===== src/rtl/srcv_pkg.sv =====
// Shared definitions for the sample-rate scheduler.
//   sched_state_t : scheduler FSM states
//   buf_depth_ok  : elaboration-time legality check for the circular buffer length
package srcv_pkg;

    typedef enum logic [2:0] {
        IDLE  = 3'd0,
        FILL  = 3'd1,
        START = 3'd2,
        WAIT  = 3'd3,
        ADV   = 3'd4
    } sched_state_t;

    // The buffer must hold at least two words and fit in the data-RAM address space.
    function automatic bit buf_depth_ok(input int depth, input int addr_w);
        return (depth >= 2) && (depth <= (1 << addr_w));
    endfunction

endpackage


===== src/rtl/smpl_sched_wrptr.sv =====
// Circular write pointer for the scheduler's data buffer.
//   clk, rst : clock, asynchronous active-low reset
//   inc      : advance the pointer by one word (wraps DEPTH-1 -> 0)
//   ptr      : address the next sample will be written to
//   prev     : address of the most recently written sample (ptr-1 modulo DEPTH)
module smpl_sched_wrptr #(
    parameter int ADDR_W = 6,
    parameter int DEPTH  = 64
) (
    input  logic              clk,
    input  logic              rst,
    input  logic              inc,
    output logic [ADDR_W-1:0] ptr,
    output logic [ADDR_W-1:0] prev
);

    // DEPTH need not be a power of two, so wrap explicitly at the last word.
    localparam logic [ADDR_W-1:0] LAST = ADDR_W'(DEPTH - 1);

    always_ff @(posedge clk or negedge rst) begin
        if (!rst) begin
            ptr <= '0;
        end else if (inc) begin
            ptr <= (ptr == LAST) ? '0 : ptr + 1'b1;
        end
    end

    assign prev = (ptr == '0) ? LAST : ptr - 1'b1;

endmodule


===== src/rtl/smpl_sched.sv =====
// Sample-rate scheduler in front of the SRC controller.
// Accepts input samples over valid/ready, writes them into a circular buffer
// through data-RAM port A, and launches one controller run per output sample
// with the polyphase coefficient phase and the address of the newest sample.
// An L/M phase accumulator decides how many new inputs each output needs.
//   clk, rst              : clock, asynchronous active-low reset
//   en                    : run enable
//   cfg_l, cfg_m          : interpolation factor L, decimation factor M
//   s_valid/s_ready/s_data: input sample stream
//   ram_en/ram_wr/ram_addr/ram_wdata : data-RAM port A (writes only)
//   ctrl_start            : one-cycle pulse launching a controller run
//   ctrl_phase, ctrl_base : run arguments, stable from ctrl_start until ctrl_done
//   ctrl_done             : controller finished (single-cycle pulse)
//   busy                  : scheduler not idle
//   cfg_err               : sticky, zero L or M seen at run start
module smpl_sched
    import srcv_pkg::*;
#(
    parameter int DATA_W      = 16,
    parameter int DATA_ADDR_W = 6,
    parameter int BUF_DEPTH   = 64,
    parameter int RATIO_W     = 5
) (
    input  logic                   clk,
    input  logic                   rst,
    input  logic                   en,
    input  logic [RATIO_W-1:0]     cfg_l,
    input  logic [RATIO_W-1:0]     cfg_m,
    input  logic                   s_valid,
    output logic                   s_ready,
    input  logic [DATA_W-1:0]      s_data,
    output logic                   ram_en,
    output logic                   ram_wr,
    output logic [DATA_ADDR_W-1:0] ram_addr,
    output logic [DATA_W-1:0]      ram_wdata,
    output logic                   ctrl_start,
    output logic [RATIO_W-1:0]     ctrl_phase,
    output logic [DATA_ADDR_W-1:0] ctrl_base,
    input  logic                   ctrl_done,
    output logic                   busy,
    output logic                   cfg_err
);

    if (!buf_depth_ok(BUF_DEPTH, DATA_ADDR_W)) begin : g_bad_depth
        $error("smpl_sched: BUF_DEPTH must be in 2..2**DATA_ADDR_W");
    end

    localparam logic [RATIO_W:0] NEED_ONE = (RATIO_W + 1)'(1);

    sched_state_t state, state_nxt;

    logic [RATIO_W-1:0]     l_q, m_q;
    logic [RATIO_W-1:0]     phase;
    logic [RATIO_W:0]       acc;    // phase + M, one bit wider than the phase
    logic [RATIO_W:0]       need;   // samples still required before the next run
    logic [DATA_ADDR_W-1:0] base_q;
    logic [RATIO_W-1:0]     phase_q;
    logic [DATA_ADDR_W-1:0] wr_ptr, wr_prev;

    logic cfg_ok, take, last_take, acc_ge;

    assign cfg_ok    = (cfg_l != '0) && (cfg_m != '0);
    assign take      = (state == FILL) && s_valid;   // s_ready is 1 throughout FILL
    assign last_take = take && (need == NEED_ONE);
    assign acc_ge    = (acc >= {1'b0, l_q});

    smpl_sched_wrptr #(
        .ADDR_W (DATA_ADDR_W),
        .DEPTH  (BUF_DEPTH)
    ) u_wrptr (
        .clk  (clk),
        .rst  (rst),
        .inc  (take),
        .ptr  (wr_ptr),
        .prev (wr_prev)
    );

    // State register
    always_ff @(posedge clk or negedge rst) begin
        if (!rst) state <= IDLE;
        else      state <= state_nxt;
    end

    // Next state. Dropping en only takes effect in FILL/ADV; an issued run is
    // always allowed to complete before returning to IDLE.
    always_comb begin
        state_nxt = state;
        case (state)
            IDLE:    if (en && cfg_ok) state_nxt = FILL;
            FILL: begin
                if (!en)            state_nxt = IDLE;
                else if (last_take) state_nxt = START;
            end
            START:   state_nxt = WAIT;   // a ctrl_done here belongs to no run of ours
            WAIT:    if (ctrl_done) state_nxt = en ? ADV : IDLE;
            ADV: begin
                if (!en)          state_nxt = IDLE;
                else if (!acc_ge) state_nxt = (need == '0) ? START : FILL;
            end
            default: state_nxt = IDLE;
        endcase
    end

    // Configuration, phase accumulator and run-argument holding registers
    always_ff @(posedge clk or negedge rst) begin
        if (!rst) begin
            l_q     <= '0;
            m_q     <= '0;
            phase   <= '0;
            acc     <= '0;
            need    <= NEED_ONE;
            base_q  <= '0;
            phase_q <= '0;
            cfg_err <= 1'b0;
        end else begin
            case (state)
                IDLE: begin
                    if (en) begin
                        if (cfg_ok) begin
                            l_q     <= cfg_l;
                            m_q     <= cfg_m;
                            phase   <= '0;
                            need    <= NEED_ONE;
                            cfg_err <= 1'b0;
                        end else begin
                            cfg_err <= 1'b1;
                        end
                    end
                end
                FILL: begin
                    if (take) need <= need - 1'b1;
                end
                START: begin
                    base_q  <= wr_prev;
                    phase_q <= phase;
                end
                WAIT: begin
                    if (ctrl_done && en) begin
                        acc  <= {1'b0, phase} + {1'b0, m_q};
                        need <= '0;
                    end
                end
                ADV: begin
                    // Serial divide of (phase+M) by L: each subtraction is one more input.
                    if (acc_ge) begin
                        acc  <= acc - {1'b0, l_q};
                        need <= need + 1'b1;
                    end else begin
                        phase <= acc[RATIO_W-1:0];   // acc < L here, so it fits
                    end
                end
                default: ;
            endcase
        end
    end

    // Outputs. Run arguments are driven live during START and held afterwards.
    always_comb begin
        s_ready    = (state == FILL);
        ram_en     = take;
        ram_wr     = take;
        ram_addr   = take ? wr_ptr : '0;
        ram_wdata  = take ? s_data : '0;
        ctrl_start = (state == START);
        ctrl_phase = (state == START) ? phase : phase_q;
        ctrl_base  = (state == START) ? wr_prev : base_q;
        busy       = (state != IDLE);
    end

endmodule


===== config.mk =====
export PLATFORM = sky130hd
export DESIGN_NAME = smpl_sched
export DESIGN_NICKNAME = d
export VERILOG_FILES = /design/src/rtl/srcv_pkg.sv /design/src/rtl/smpl_sched_wrptr.sv /design/src/rtl/smpl_sched.sv
export SDC_FILE = /design/constraint.sdc
export NUM_CORES = 1
export LEC_CHECK = 0
export BUFFER_PORTS_ARGS = -buffer_cell sky130_fd_sc_hd__buf_2
export CAP_MARGIN = 10
export CORE_ASPECT_RATIO = 1.5
export CORE_MARGIN = 2
export CORE_UTILIZATION = 35
export DETAILED_ROUTE_END_ITERATION = 6
export GPL_ROUTABILITY_DRIVEN = 0
export PLACE_DENSITY_LB_ADDON = 0.3
export REMOVE_ABC_BUFFERS = 1
export SYNTH_ARGS = -nofsm -noshare
export SYNTH_HDL_FRONTEND = slang
export SYNTH_SLANG_ARGS = --single-unit

===== constraint.sdc =====
create_clock -name clk -period 2.8 [get_ports clk]
set_clock_uncertainty 0.1 [all_clocks]
set_input_delay 0.28 -clock clk [delete_from_list [all_inputs] [get_ports clk]]
set_output_delay 0.28 -clock clk [all_outputs]
set_load 0.05 [all_outputs]

==> run metrics <==
Filler cells 854; most frequent CP cell inv_1; H-tree Lvls 2; Setup WS pre-CTS 0.3113 ns; clk root buf clkbuf_16; share of the synthesized area in the top cell type 0.3829; I/O Buffers 69; unrepaired setup endpoints after global routing no; Layout area overhead 20.49%; Compound-Gate Fraction of Synth Area 0.1686; fin crit share 0.9042; # nets final between 400 and 500; worst hold path class input port to flip-flop; Worst Path Required around 2.4 ns; post-layout util 0.4373; Longest Clk Path Bufs 2; measured slew at the worst slew-check pin 0.9532 ns; Clk pin slew, worst setup/hold paths 0.07 ns; standby leakage power 1.772 nW; outcome finished, final reports clean; share of cells above drive strength 1 0.2847; Post-synth EDFFs 0; Reg2Reg Setup Slack 0.31 ns; Fin. Hold Viols 0; adder and majority gate portion of the synthesized area 0.08228; post-DP HPWL 5502 microns; CP Launch Type flip-flop; Initial Util 0.3629; DR iter-0 viols 117; Crit path largest cell delay 0.50 ns; vias per cell 5.114; Post-Syn Area 3072 sq um; Die X 80.49 microns; post-synth top area cell dfrtp_1; Synth Flop Type dfrtp_1; die height approximately 120 microns; Non-Filler Instances 511; cell count after synthesis 338; hold path depth 3; fraction of registers with async set/reset 1.000; diode count 0; post-layout worst setup margin roughly 0.27 ns; worst ir drop on vdd ~0.66 mV; worst slew margin relative to its limit 0.3626; HP Start cfg_l[2]; routed len/inst ~14 microns; CTS Sinks 48; #FFs+latches synth 48; GRT Overall Usage 0.1538; setup violators final 0; CP max-delay cell dfrtp_1; Critical Setup Path Class flip-flop to primary output; antenna violations before repair 0; Yosys cell types 54; largest cells by area after synthesis dfrtp_1 (38%), ha_1 (6.9%), o21ai_0 (4.6%); DRT Pass-1 Iters 4; largest net degree at the start of global routing 27; worst reg2reg path depth 9; Setup crit end kind primary output; drt total wl 6944 microns; max_cap viols 0; DR DRC count 0; Worst-Skew Late Latency roughly 0.29 ns; worst endpoint data arrival time ~2.2 ns; P per Cell Area about 1200 nW/um^2; CTS Buf Count 5; Endpoint, Worst Hold l_q[2]; die area 9557 sq um; vias in the first global route 2,489; RR Endpoint need[5]; largest family of logic cells by synthesized area simple AND/OR/NAND/NOR gates; Post-Route Setup TNS 0 ns; Post-synth top cells dfrtp_1 (47), nand2_1 (31), o21ai_0 (28); fin. max-slew vios 0; multiplexer share of the synthesized area 0.04807; fraction of the yosys area taken by sequential cells 0.3914; I/O pin count 70; simple-gate share of the synthesized area 0.2077; design area 3701 sq um; first-pass GRT wire length 11,610 microns; XOR/XNOR Fraction of Synth Area 0.04277; critical path's top delay family buffers and inverters; f_max just under 400 MHz; top-count cell post-synth dfrtp_1; Min Clock Period, post-route 2.532 ns; PnR Total Power 4.331 mW; vias roughly 2,600; hold slack roughly 0.11 ns; Cell Area, Placed 3513 sq um; Post-Place Cells between 500 and 600; core box area between 8000 and 9000 sq um; crit-path max FO 16; critical path, cell by cell inv_1 -> or3_4 -> inv_1 -> nor2_1 -> a21oi_1 -> buf_2; antenna viol nets, final 0; Site Rows 41; GRT overflow 0; worst r2r src acc[0]; Syn Area/Cell ~9 sq um; CP Buf/Inv Count 3; Ys Warns 0; TritonCTS clock tree yes
-- flip-flops by register name, indices dropped and copies added (netlist names) --
register / cells
acc: 6
base_q: 6
phase_q: 5
cfg_err: 1
u_wrptr.ptr: 6
m_q: 5
phase: 5
state: 3
l_q: 5
need: 6
-- layout by cell type, fill, tap and decap left out, drive strengths merged, types with 2 or more instances in the layout --
| cell type | synthesis | routed |
|---|---|---|
| nand3 | 10 | 10 |
| clkinv | 0 | 2 |
| o21ai | 34 | 34 |
| nor3 | 8 | 8 |
| nand2b | 6 | 6 |
| ha | 17 | 17 |
| mux2i | 2 | 2 |
| a21o | 3 | 3 |
| nor4 | 6 | 6 |
| a211oi | 2 | 2 |
| nor2 | 28 | 28 |
| nand2 | 31 | 31 |
| xor2 | 6 | 6 |
| nor2b | 2 | 2 |
| o22ai | 2 | 2 |
| inv | 21 | 21 |
| clkbuf | 15 | 5 |
| a21boi | 2 | 2 |
| a21oi | 23 | 23 |
| nand4 | 4 | 4 |
| mux2 | 10 | 10 |
| and2 | 20 | 20 |
| xnor2 | 9 | 9 |
| o32ai | 3 | 3 |
| dfrtp | 47 | 47 |
| a22oi | 3 | 3 |
| fa | 2 | 2 |
| buf | 5 | 77 |
-- power by group --
part,internal [mW],switching [mW]
sequential,0.966,0.280
combinational,0.825,1.57
clock,0.424,0.267
-- worst register-to-register path, stage by stage (launching register included) --
cell,delay [ns]
dfrtp_1,0.35
inv_1,0.06
ha_1,0.20
fa_1,0.38
nand2b_1,0.17
a21oi_1,0.20
o32ai_1,0.26
nand2_1,0.16
and2_4,0.20
mux2_4,0.30
-- routing by layer --
| metal | wire, microns | up-vias | GRT usage |
|---|---|---|---|
| li1 | - | 1293 | - |
| met1 | 2793 | 1234 | 0.1773 |
| met2 | 3679 | 78 | 0.2818 |
| met3 | 381 | 8 | 0.02824 |
| met4 | 90 | 0 | 0.04449 |
| met5 | 0 | - | 0 |
-- cell families after synthesis --
group / count (synthesis)
AOI/OAI and AO/OA: 81
buffers and inverters: 41
and+or+nand+nor: 122
xor gates and xnor gates: 15
adders and majority gates: 19
muxes: 12
DFF: 48
-- cell type report --
| cell class | instances | area, sq um | share of cell area |
|---|---|---|---|
| multi-input combinational | 249 | 1698 | 0.4588 |
| clock buffer | 5 | 125.1 | 0.03381 |
| inverter | 21 | 78.83 | 0.02130 |
| tap | 107 | 133.9 | 0.03617 |
| clock inverter | 3 | 47.55 | 0.01285 |
| timing repair buffer | 78 | 415.4 | 0.1122 |
| sequential | 48 | 1202 | 0.3249 |
-- worst max-delay path by stage --
| stage | start | endpoint | slack, ns | depth (start not counted) |
|---|---|---|---|---|
| floorplan | state[2] | ram_addr[3] | -1.81 | 3 |
| global placement | acc[0] | need[4] | 0.38 | 9 |
| detailed placement | acc[0] | need[5] | 0.31 | 9 |
| CTS | state[1] | ctrl_base[2] | 0.09 | 6 |
| global route | acc[0] | need[2] | 0.11 | 9 |
| finish | state[1] | ctrl_base[2] | 0.27 | 6 |
-- timing repair --
item / in CTS / in global routing
gates resized for setup: 0 / 1
endpoints found under the hold margin: 22 / 0
hold buffers: 1 / 0
endpoints found under the setup margin: 0 / 4
setup buffers: 0 / 0
Power figures use the tool's default switching activity.
